===== config.mk =====
export PLATFORM = sky130hd
export DESIGN_NAME = csi2tx_pixel_capture
export DESIGN_NICKNAME = d
export VERILOG_FILES = /design/src/rtl/csi2tx_pixel_capture.sv
export SDC_FILE = /design/constraint.sdc
export NUM_CORES = 1
export LEC_CHECK = 0
export CORE_ASPECT_RATIO = 0.7
export CORE_MARGIN = 2
export CORE_UTILIZATION = 40
export CTS_CLUSTER_SIZE = 24
export DETAILED_ROUTE_END_ITERATION = 10
export PLACE_DENSITY = 0.73
export SLEW_MARGIN = 40
export SYNTH_ARGS = -nofsm -noshare
export SYNTH_HDL_FRONTEND = slang
export SYNTH_SLANG_ARGS = --single-unit

===== constraint.sdc =====
create_clock -name clk -period 2.32 [get_ports clk]
set_clock_uncertainty 0.2 [all_clocks]
set_input_delay 0.464 -clock clk [delete_from_list [all_inputs] [get_ports clk]]
set_output_delay 0.464 -clock clk [all_outputs]
set_load 0.02 [all_outputs]

===== src/rtl/csi2tx_pixel_capture.sv =====
// Sensor-side capture stage: registers the raw pixel bus and derives line-aligned count/edge strobes.
// Optional line-length checker enabled by defining CSI2TX_LINE_LEN_CHK_EN.
module csi2tx_pixel_capture (
   input  logic        clk,
   input  logic        rst_n,
   input  logic        capture_enable,
   input  logic        sensor_pixel_vld,
   input  logic [31:0] sensor_pixel_data,
   input  logic [15:0] expected_line_pixels,
   output logic [31:0] pixel_data,
   output logic [31:0] pixel_data_d1,
   output logic        pixel_data_vld,
   output logic [2:0]  pixel_cnt,
   output logic        sensor_pixel_vld_falling_edge,
   output logic [15:0] line_pixel_count,
   output logic        line_done,
   output logic        line_len_err
);

   logic vld_d1;
   logic fall_edge;

   // Decoded purely from registers so the pulse is glitch-free and aligned with pixel_cnt.
   assign fall_edge                     = vld_d1 & ~pixel_data_vld;
   assign sensor_pixel_vld_falling_edge = fall_edge;
   assign line_done                     = fall_edge;

   always_ff @(posedge clk or negedge rst_n) begin
      if (!rst_n) begin
         pixel_data       <= '0;
         pixel_data_d1    <= '0;
         pixel_data_vld   <= 1'b0;
         vld_d1           <= 1'b0;
         pixel_cnt        <= '0;
         line_pixel_count <= '0;
      end else if (!capture_enable) begin
         pixel_data       <= '0;
         pixel_data_d1    <= '0;
         pixel_data_vld   <= 1'b0;
         vld_d1           <= 1'b0;
         pixel_cnt        <= '0;
         line_pixel_count <= '0;
      end else begin
         pixel_data     <= sensor_pixel_data;
         pixel_data_vld <= sensor_pixel_vld;
         vld_d1         <= pixel_data_vld;
         if (pixel_data_vld)
            pixel_data_d1 <= pixel_data;

         if (fall_edge)
            pixel_cnt <= '0;
         else if (pixel_data_vld)
            pixel_cnt <= pixel_cnt + 3'd1;

         if (fall_edge)
            line_pixel_count <= '0;
         else if (pixel_data_vld && (line_pixel_count != 16'hFFFF))
            line_pixel_count <= line_pixel_count + 16'd1;
      end
   end

`ifdef CSI2TX_LINE_LEN_CHK_EN
   assign line_len_err = fall_edge & (line_pixel_count != expected_line_pixels);
`else
   logic unused_expected;
   assign unused_expected = ^expected_line_pixels;
   assign line_len_err    = 1'b0;
`endif

endmodule


* Word level (Yosys, flattened, before mapping)
Index checks and enable logic that the tools add are counted.
Storage, ports and cells: input bits 52, register bits 85
Operators by class: add/sub/neg operators 2, bitwise operators 2, muxes and demuxes 11, eq/ne operators 4, reduce and logical (&&, ||, !) cells 1
Operator list (number):
- $mux 32 | 3
- $mux 16 | 3
- $add 16x1->16 const B | 1
- $ne 16x16->1 const B | 1
- $mux 3 | 3
- $ne 3x1->1 const B | 2
- $add 3x1->3 const B | 1
- $mux 1 | 2
- $ne 2x1->1 const B | 1
- $and 1x1->1 | 1
- $logic_and 1x1->1 | 1
- $not 1->1 | 1

* Longest topological paths before layout
word-level depth 5, depth in mapped cells 6

* Worst setup path before layout
OpenSTA, ideal clock, no wires.
path type reg2out, from reg pixel_data_vld, to out sensor_pixel_vld_falling_edge, data required time 1.656 ns, setup slack 0.107 ns, arrival 1.549 ns, cell stages (with the launch flop) 5, cells stage by stage dfrtp_1 > clkbuf_1 > clkbuf_1 > nor2b_1 > buf_4
Between the ends: longest elaborated chain between the ends 2
Ends and longest elaborated chain:
- start: declaration | RTL line 12 | output logic pixel_data_vld,
- start signal: assignment | RTL line 45 | pixel_data_vld <= sensor_pixel_vld;
- $not 1->1 | RTL line 24 | assign fall_edge = vld_d1 & ~pixel_data_vld;
- $and 1x1->1 | RTL line 24
- end: declaration | RTL line 14 | output logic sensor_pixel_vld_falling_edge,
Every way passes these cells.

* Worst setup path after layout
from reg pixel_data_vld, to out line_done
Between the ends: longest elaborated chain between the ends 2
Ends and longest elaborated chain:
- $not 1->1 | RTL line 24
- $and 1x1->1 | RTL line 24
- end: declaration | RTL line 16 | output logic line_done,
Every way passes these cells.

==> results_dict.tcl <==
set metrics [dict create \
    slew_violations 0 \
    drt_iter0_drc 166 \
    viasPerCell 4.87 \
    slowest_stage "clkdlybuf4s50_1" \
    max_cap_viol_count 0 \
    drc_errors 0 \
    dieHeight_um 82.0 \
    drtPass1Iterations 4 \
    finalCritPeriodShare_pct 96.7 \
    cts_setup_buffers 0 \
    grt_max_degree 40 \
    dpl.hpwl_um 5920 \
    p_leak_uw 0.00230 \
    required_ns 1.66 \
    ys.flop_type "dfrtp_1" \
    antenna_found_initial 0 \
    critPathKind "register to output port" \
    cts-root-buf "clkbuf_16" \
    setup_violations 0 \
    cts_buffer_depth 2 \
    numCtsBuffers 9 \
    avgSynthCellArea_um2 11.4 \
    start_kind "register" \
    synth_edf_count 0 \
    syn_area_um2 3480 \
    port_buffers 121 \
    wl_um 8360 \
    postLayoutCellArea_um2 5230 \
    status "finished, final reports clean" \
    timing.critical_path.fanout_max 5 \
    ctsHoldBuffers 1 \
    ios 139 \
    yosysWarnings 0 \
    max_stage_delay_ns 0.64 \
    cts.htree.levels 3 \
    initial_core_util_pct 41.2 \
    cts_resized 0 \
    post-place-ws_ns -0.0300 \
    finalNonFillerCells 560 \
    synth_nets 360 \
    vias 2727 \
    finalWorstSetupSlack_ns 0.0760 \
    end_kind "output port" \
    core_area_um2 8440 \
    area.growth.synth_to_final_pct 50.6 \
    ys_seq_area_share_pct 61.2 \
    grt-ovfl-total 0 \
    clkSlewWorstSetupHoldPaths_ns 0.06 \
    grt_pass1_vias 2764 \
    final_antenna_net_count 0 \
    rows 28 \
    die_area_um2 9460 \
    grt_pass1_wl_um 13600 \
    place.gp.congestion 0.846 \
    grtUsageTotal_pct 19.0 \
    setup_tns_ns 0 \
    synth_cell_types 43 \
    drive_above_1_share_pct 7.73 \
    hold_path_class "register to register" \
    cts_tree "yes" \
    critical_path_buf_inv_count 1 \
    synthArstFlopShare_pct 100 \
    cp.arrival_ns 1.58 \
    fin_hold_ws_ns 0.317 \
    cellPowerDensity_nw_per_um2 689 \
    syn_inst 306 \
    fin_nets 489 \
    yosys_register_bits 85 \
    insertion_delay_ns 0.33 \
    rsz0062_at_grt "false" \
    rrSetupSlack_ns 0.19 \
    die_x_um 115 \
    antenna_cells 0 \
    fmax_ghz 0.446 \
    clock_sinks 85 \
    hold_viol_final 0 \
    peakVddDrop_mv 0.444 \
    crit_path_cell_trace "nor2b_1 > clkdlybuf4s50_1" \
    post_drt_wl_per_cell_um 14.9 \
    dpl.cell_count 543 \
    placed_cell_area_um2 4870 \
    path_delay_family "buffers and inverters" \
    post-route-min-period_ns 2.24 \
]
==> final timing paths <==
check | from | endpoint | cells past startpoint
max in group asynchronous | rst_n | pixel_data_d1[28] | 3
worst max register to register | line_pixel_count[0] | line_pixel_count[0] | 6
min in group asynchronous | rst_n | line_pixel_count[10] | 2
worst min-delay path | pixel_data_d1[31] | pixel_data_d1[31] | 2
worst max-delay path | pixel_data_vld | line_done | 2
worst min register to register | pixel_data_d1[31] | pixel_data_d1[31] | 2
==> per-stage QoR <==
step                total power, uW  utilization, %
floorplan                      1760               -
global placement               1990            57.7
detailed placement             1990            57.7
CTS                            3660            62.0
global route                   3750            62.0
finish                         3610            62.0
==> sequential cells by signal (all words and copies together) (netlist names) <==
register	cells
pixel_cnt	3
vld_d1	1
pixel_data_vld	1
pixel_data	32
pixel_data_d1	32
line_pixel_count	16
==> final cells by class <==
cell class | count | area [um2]
Clock buffer | 11 | 243
Clock inverter | 5 | 106
Fill cell | 689 | 3210
Inverter | 8 | 30.0
Multi-Input combinational cell | 195 | 1240
Sequential cell | 85 | 2130
Tap cell | 120 | 150
Timing Repair Buffer | 136 | 1340
==> metal layers <==
| layer | vias up | wire [um] | track usage, % |
|---|---|---|---|
| met5 | - | 0 | 0 |
| met4 | 0 | 96 | 5.66 |
| met3 | 11 | 813 | 8.19 |
| met2 | 100 | 3720 | 29.4 |
| met1 | 1314 | 3730 | 24.5 |
| li1 | 1302 | - | - |
==> logic make-up (layout without fill, tap and decap cells) <==
kind of cell,Yosys count,in the layout,share of synthesized area [%]
mux,33,33,9.50
fa+ha+maj,2,2,0.720
flops,85,85,61.2
buf+inv,26,160,3.13
xor+xnor,1,1,0.252
compound gates,44,44,8.17
simple gates,114,114,16.9
other cells,1,1,0.108
==> worst min-delay path, stage by stage, from the launching register on <==
cell     delay, ns
dfrtp_1       0.34
mux2i_1       0.06
nor2_1        0.08
==> cells in the final DEF (no fill, tap or decap), drive strengths merged, types with 2 or more instances in the layout <==
cell type and instances:
clkdlybuf4s50 120, dfrtp 85, nor2 43, and2 33, mux2i 33, buf 15, o21ai 12, a21oi 11
clkbuf 11, nand2 9, inv 8, nor4 6, nand3 5, nor3 5, or3 3, o21a 3
a21o 3, bufinv 3, nand4 3, a22oi 2, or4 2, a22o 2, o211ai 2, ha 2
or2 2
==> where the power goes <==
group / leakage, uW / internal, uW / switching (uW)
logic: 0.000988 / 197 / 201
registers: 0.00114 / 1530 / 30.5
clock network: 0.000166 / 1080 / 559
total: 0.00230 / 2820 / 790
==> cell usage after synthesis, types with 2 or more instances <==
library cell / n / area, um2
nor2_1: 43 / 161
inv_1: 7 / 26.3
a22oi_1: 2 / 15.0
nor4_1: 6 / 37.5
ha_1: 2 / 25.0
and2_1: 33 / 206
nand4_2: 2 / 25.0
o211ai_1: 2 / 15.0
clkbuf_1: 10 / 37.5
nand3_1: 5 / 25.0
or4_1: 2 / 15.0
nand2_1: 9 / 33.8
o21ai_0: 9 / 45.0
mux2i_1: 33 / 330
buf_1: 3 / 11.3
or3_1: 3 / 18.8
a21o_1: 3 / 22.5
nor3_1: 5 / 25.0
dfrtp_1: 85 / 2130
buf_4: 2 / 15.0
o21a_1: 3 / 22.5
buf_2: 3 / 15.0
a21oi_1: 11 / 55.1
o21ai_1: 3 / 15.0
a22o_1: 2 / 17.5
No activity file was read; power rests on OpenSTA's default activity.
